File: config.mk
export PLATFORM = sky130hd
export DESIGN_NAME = pipe_hazard_sb
export DESIGN_NICKNAME = d
export VERILOG_FILES = /design/src/rtl/pipe_pkg.sv /design/src/rtl/pipe_fwd_sel.sv /design/src/rtl/pipe_hazard_sb.sv
export SDC_FILE = /design/constraint.sdc
export NUM_CORES = 1
export LEC_CHECK = 0
export CAP_MARGIN = 20
export CORE_ASPECT_RATIO = 0.7
export CORE_UTILIZATION = 30
export CTS_BUF_LIST = sky130_fd_sc_hd__clkbuf_4 sky130_fd_sc_hd__clkbuf_8
export CTS_CLUSTER_SIZE = 14
export DETAILED_ROUTE_END_ITERATION = 12
export SYNTH_ARGS = -nofsm -noshare
export SYNTH_HDL_FRONTEND = slang
export SYNTH_SLANG_ARGS = --single-unit
File: constraint.sdc
create_clock -name clock -period 5.9 [get_ports clock]
set_clock_uncertainty 0.1 [all_clocks]
set_input_delay 0.59 -clock clock [delete_from_list [all_inputs] [get_ports clock]]
set_output_delay 0.59 -clock clock [all_outputs]
set_load 0.02 [all_outputs]
File: src/rtl/pipe_pkg.sv
// Shared definitions for the ID-stage hazard, forwarding and scoreboard logic.
package pipe_pkg;

   localparam int NREG_DEF = 32;
   localparam int RW_DEF   = 5;

   // Operand source select seen by the EX-stage operand muxes.
   typedef enum logic [1:0] {
      FWD_RF  = 2'b00,
      FWD_EXE = 2'b01,
      FWD_MEM = 2'b10,
      FWD_MLD = 2'b11
   } fwd_sel_e;

endpackage

File: src/rtl/pipe_fwd_sel.sv
// Per-operand forwarding select. With forwarding disabled the select stays at
// the register file and any EX/MEM producer match is reported as a stall term.
module pipe_fwd_sel
   import pipe_pkg::*;
#(
   parameter int RW     = RW_DEF,
   parameter bit FWD_EN = 1'b1
) (
   input  logic [RW-1:0] src,
   input  logic          use_src,
   input  logic          ewreg,
   input  logic          em2reg,
   input  logic [RW-1:0] ern,
   input  logic          mwreg,
   input  logic          mm2reg,
   input  logic [RW-1:0] mrn,
   output logic [1:0]    sel,
   output logic          nofwd
);

   logic ex_hit;
   logic mem_hit;

   // Register 0 is hard-wired, so a producer targeting it never matches.
   assign ex_hit  = ewreg && (ern != '0) && (ern == src);
   assign mem_hit = mwreg && (mrn != '0) && (mrn == src);

   // Select the youngest producer; EX beats MEM.
   always_comb begin
      // NOTE: every output gets a default first so no path can infer a latch.
      sel   = FWD_RF;
      nofwd = 1'b0;
      if (FWD_EN) begin
         if (ex_hit && !em2reg)
            sel = FWD_EXE;
         else if (mem_hit && !mm2reg)
            sel = FWD_MEM;
         else if (mem_hit)
            sel = FWD_MLD;
      end else begin
         nofwd = use_src && (ex_hit || mem_hit);
      end
   end

endmodule

File: src/rtl/pipe_hazard_sb.sv
// ID-stage hazard unit: load-use and no-forward stalls, a one-entry MDU
// scoreboard (RAW, WAW and structural stalls), forwarding selects and
// stall/error statistics.
module pipe_hazard_sb
   import pipe_pkg::*;
#(
   parameter int NREG   = NREG_DEF,
   parameter int RW     = RW_DEF,
   parameter bit FWD_EN = 1'b1,
   parameter int CW     = 16
) (
   input  logic            clock,
   input  logic            resetn,
   input  logic            id_valid,
   input  logic [RW-1:0]   id_rs,
   input  logic [RW-1:0]   id_rt,
   input  logic            id_use_rs,
   input  logic            id_use_rt,
   input  logic            id_wreg,
   input  logic [RW-1:0]   id_rn,
   input  logic            id_long,
   input  logic            ewreg,
   input  logic            em2reg,
   input  logic [RW-1:0]   ern,
   input  logic            mwreg,
   input  logic            mm2reg,
   input  logic [RW-1:0]   mrn,
   input  logic            mdu_done,
   input  logic [RW-1:0]   mdu_rn,
   input  logic            stat_clr,
   output logic [1:0]      fwda,
   output logic [1:0]      fwdb,
   output logic            nostall,
   output logic            issue,
   output logic [NREG-1:0] sb_pend,
   output logic            mdu_busy,
   output logic [CW-1:0]   stall_cnt,
   output logic            err_spurious
);

   localparam logic [CW-1:0] CNT_MAX = '1;

   logic nofwd_a;
   logic nofwd_b;
   logic ld_hz;
   logic raw_hz;
   logic waw_hz;
   logic str_hz;
   logic stall;

   pipe_fwd_sel #(.RW(RW), .FWD_EN(FWD_EN)) u_fwd_a (
      .src(id_rs), .use_src(id_use_rs),
      .ewreg(ewreg), .em2reg(em2reg), .ern(ern),
      .mwreg(mwreg), .mm2reg(mm2reg), .mrn(mrn),
      .sel(fwda), .nofwd(nofwd_a)
   );

   pipe_fwd_sel #(.RW(RW), .FWD_EN(FWD_EN)) u_fwd_b (
      .src(id_rt), .use_src(id_use_rt),
      .ewreg(ewreg), .em2reg(em2reg), .ern(ern),
      .mwreg(mwreg), .mm2reg(mm2reg), .mrn(mrn),
      .sel(fwdb), .nofwd(nofwd_b)
   );

   // Collect the stall terms; nothing stalls without a valid instruction in ID.
   always_comb begin
      ld_hz  = ewreg && em2reg && (ern != '0) &&
               ((id_use_rs && (ern == id_rs)) || (id_use_rt && (ern == id_rt)));
      // The MDU result is not bypassed, so a pending source stalls even on done.
      raw_hz = (id_use_rs && sb_pend[id_rs]) || (id_use_rt && sb_pend[id_rt]);
      waw_hz = id_wreg && sb_pend[id_rn];
      // A new MDU op may enter in the same cycle the previous one completes.
      str_hz = id_long && mdu_busy && !mdu_done;
      stall  = id_valid && (ld_hz || nofwd_a || nofwd_b || raw_hz || waw_hz || str_hz);
   end

   assign nostall = !stall;
   assign issue   = id_valid && !stall;

   // Scoreboard: completion clears, issue of an MDU op sets; the set is
   // written last so it wins when both hit the same cycle.
   always_ff @(posedge clock or negedge resetn) begin
      if (!resetn) begin
         // NOTE: the pending vector is a handful of flops, not a RAM, so it
         // takes the asynchronous reset like any other control state.
         sb_pend  <= '0;
         mdu_busy <= 1'b0;
      end else begin
         // NOTE: non-blocking assignments here; the later assignment to the same
         // bit takes effect, which gives set-over-clear without extra logic.
         if (mdu_done) begin
            sb_pend[mdu_rn] <= 1'b0;
            mdu_busy        <= 1'b0;
         end
         if (issue && id_long) begin
            mdu_busy <= 1'b1;
            if (id_rn != '0)
               sb_pend[id_rn] <= 1'b1;
         end
      end
   end

   // Sticky flag for an MDU completion that matches nothing outstanding.
   always_ff @(posedge clock or negedge resetn) begin
      if (!resetn)
         err_spurious <= 1'b0;
      else if (stat_clr)
         err_spurious <= 1'b0;
      else if (mdu_done && (!sb_pend[mdu_rn] || !mdu_busy))
         err_spurious <= 1'b1;
   end

   // Saturating count of cycles where a valid instruction was held in ID.
   always_ff @(posedge clock or negedge resetn) begin
      if (!resetn)
         stall_cnt <= '0;
      else if (stat_clr)
         stall_cnt <= '0;
      else if (stall && (stall_cnt != CNT_MAX))
         stall_cnt <= stall_cnt + 1'b1;
   end

endmodule

==> metrics.md <==
| Metric | Value |
|---|---|
| Setup-failing EPs final | 0 |
| Crit-path max FO | 22 |
| CTS hold repair buffers | 0 |
| Synth top area cells | dfrtp_1 (32%), mux4_2 (15%), o31ai_1 (6.9%), o21ai_0 (4.2%), mux2i_1 (3.8%) |
| Routed WL | 13360 microns |
| Drt first pass iters | 9 |
| # IOs | 99 |
| Detailed-route wire length per cell | 20.97 microns |
| WP data required | 5.21 ns |
| Inserted Clock Buffers | 5 |
| Worst slew pin tran | 0.7999 ns |
| # H-tree levels | 2 |
| Vias per cell | 5.947 |
| Area growth, synth to finish | 29.31% |
| Clk root buf | clkbuf_8 |
| Failing checks | design-rule violations |
| Die X | 138.7 microns |
| Most instantiated library cell after synthesis | dfrtp_1 |
| Initial Util | 0.3115 |
| FFs w/ async S/R, synth | 1.000 |
| Hold WS | 0.2849 ns |
| Antenna violations before repair | 0 |
| Fin. max-slew vios | 0 |
| Post-CTS Setup Bufs | 0 |
| CTS Buffer Depth | 2 |
| DR vias | 3788 |
| CP Cell Sequence | clkdlybuf4s50_1, mux4_1, mux2i_1, a22oi_2, a41oi_2, a31oi_4, inv_2, clkdlybuf4s50_1 |
| Post-synth top cells | dfrtp_1 (50), o31ai_1 (36), o21ai_0 (33) |
| N_diodes | 0 |
| Critical path startpoint category | input pin |
| F_max | 0.2218 GHz |
| HP Class | in -> async |
| Die height | 97.67 microns |
| Synth warnings | 0 |
| Syn avg cell area | 9.956 sq um |
| CP endpoint kind | output port |
| Residual DRC count | 8 |
| Slowest CP cell | clkdlybuf4s50_1 |
| Overflow after GRT | 0 |
| Slew headroom | 0.4650 |
| Synth Cell Area | 3923 sq um |
| FP Rows | 34 |
| CTS tree | done |
| Pwr/cell area | 208.6 nW/um^2 |
| Mapped Nets | 438 |
| Initial DRC Count | 432 |
| First-pass GRT wire length | 21200 microns |
| CTS resizes | 0 |
| Crit Path Category | in -> out |
| Final worst path period need | 4.509 ns |
| Core region area | 12590 sq um |
| Vias in the first global route | 3653 |
| Leakage | 1.914 nW |
| GR Util All Layers | 0.1995 |
| Sequential area share after synthesis | 0.3190 |
| Synthesized flop and latch total | 50 |
| I/O Buffers | 98 |
| Synth top area share | 0.3190 |
| Critical Path Most Common Cell | clkdlybuf4s50_1 |
| Crit path largest cell delay | 0.90 ns |
| Data arrival, critical path | 3.82 ns |
| Max Cap Violations | 0 |
| Tcrit/Tclk final | 0.7642 |
| Status | finished with violations |
| Synth area leader | dfrtp_1 |
| Cells after Synth | 394 |
| Worst-Skew Late Latency | 0.31 ns |
| Post-synth EDFFs | 0 |
| Commonest register cell after synthesis | dfrtp_1 |
| Final Hold Viols | 0 |
| Largest net degree at the start of global routing | 51 |
| # clock sinks | 50 |
| Clock transition at path regs | 0.09 ns |
| Final setup TNS | 0 ns |
| Final #Nets | 518 |
| VDD IR max | 0.0001108 V |
| Synth cell types | 54 |
| Die area | 13540 sq um |
| HPWL Detailed | 9676 microns |
| Unrepaired setup endpoints after global routing | false |
| Layout cell share with drive strength beyond 1 | 0.1053 |
| Gpl congestion | 0.8641 |
| Antenna Nets Post-Route | 0 |
-- worst paths after layout --
check	startpoint	to	cells after the start	slack, ns
worst min-delay path	resetn	stall_cnt[7]	2	0.28
min in group clock	err_spurious	err_spurious	2	0.41
worst max-delay path	id_rt[1]	nostall	8	1.39
worst min register to register	err_spurious	err_spurious	2	0.41
worst max register to register	sb_pend[28]	sb_pend[16]	7	3.05
max in group asynchronous	resetn	sb_pend[2]	2	4.97
-- cell type report --
cell class	count	area, sq um
Clock buffer	6	76.32
Clock inverter	2	13.76
Fill cell	1243	7520
Inverter	12	45.04
Multi-Input combinational cell	305	2492
Sequential cell	50	1251
Tap cell	162	202.7
Timing Repair Buffer	100	991.0
-- logic make-up after synthesis --
family                   after synthesis  share of synthesized area
XOR/XNOR                              20                    0.04466
multiplexers                          46                     0.2096
flip-flops                            50                     0.3190
AND/OR/NAND/NOR                      128                     0.1844
buffers and inverters                 39                    0.04561
AO/OA/AOI/OAI                        110                     0.1936
adder cells (fa/ha/maj)                1                   0.003189
-- report_power, final --
part	internal, mW	switching (mW)
clock network	0.0887	0.120
logic	0.197	0.192
registers	0.379	0.0818
total	0.664	0.394
-- per-stage QoR --
stage	setup WS (ns)	util	total power, mW	area, sq um	cells
5_1_grt	1.233	0.4028	1.105	5072	637
3_5_place_dp	1.399	0.3957	0.8510	4982	629
3_3_place_gp	1.476	0.3957	0.8470	4982	629
2_1_floorplan	2.984	-	0.6561	3923	394
6_report	1.391	0.4028	1.058	5072	637
4_1_cts	1.399	0.4028	1.059	5072	637
-- critical path: cells and delay by family --
kind,cells,cell delay (ns)
multiplexers,2,0.81
buffers and inverters,3,1.83
AO/OA/AOI/OAI,3,0.56
-- flip-flops by register name (all words and copies together), names as in the netlist --
| signal | flops |
|---|---|
| err_spurious | 1 |
| mdu_busy | 1 |
| sb_pend | 32 |
| stall_cnt | 16 |
-- layer usage --
metal	share of wire	vias to the layer above	track usage
met4	0.011	0	0.04530
met1	0.46	1890	0.2983
met5	0	-	0
li1	-	1693	-
met2	0.43	192	0.2913
met3	0.092	13	0.04288
-- cell usage in the layout, fill, tap and decap left out, types with 5 or more instances in the layout --
cell type	n
nor2b_1	10
a21oi_1	14
mux4_2	26
xor2_1	14
o31ai_1	36
nor3_1	8
nand2_1	21
mux2i_1	15
inv_1	11
dfrtp_1	50
clkdlybuf4s50_1	97
nand3b_1	11
clkbuf_8	5
xnor2_1	6
nand3_1	16
o21ai_0	33
and3_1	10
nor2_1	16
or3_1	8
No activity file was read; power rests on OpenSTA's default activity.
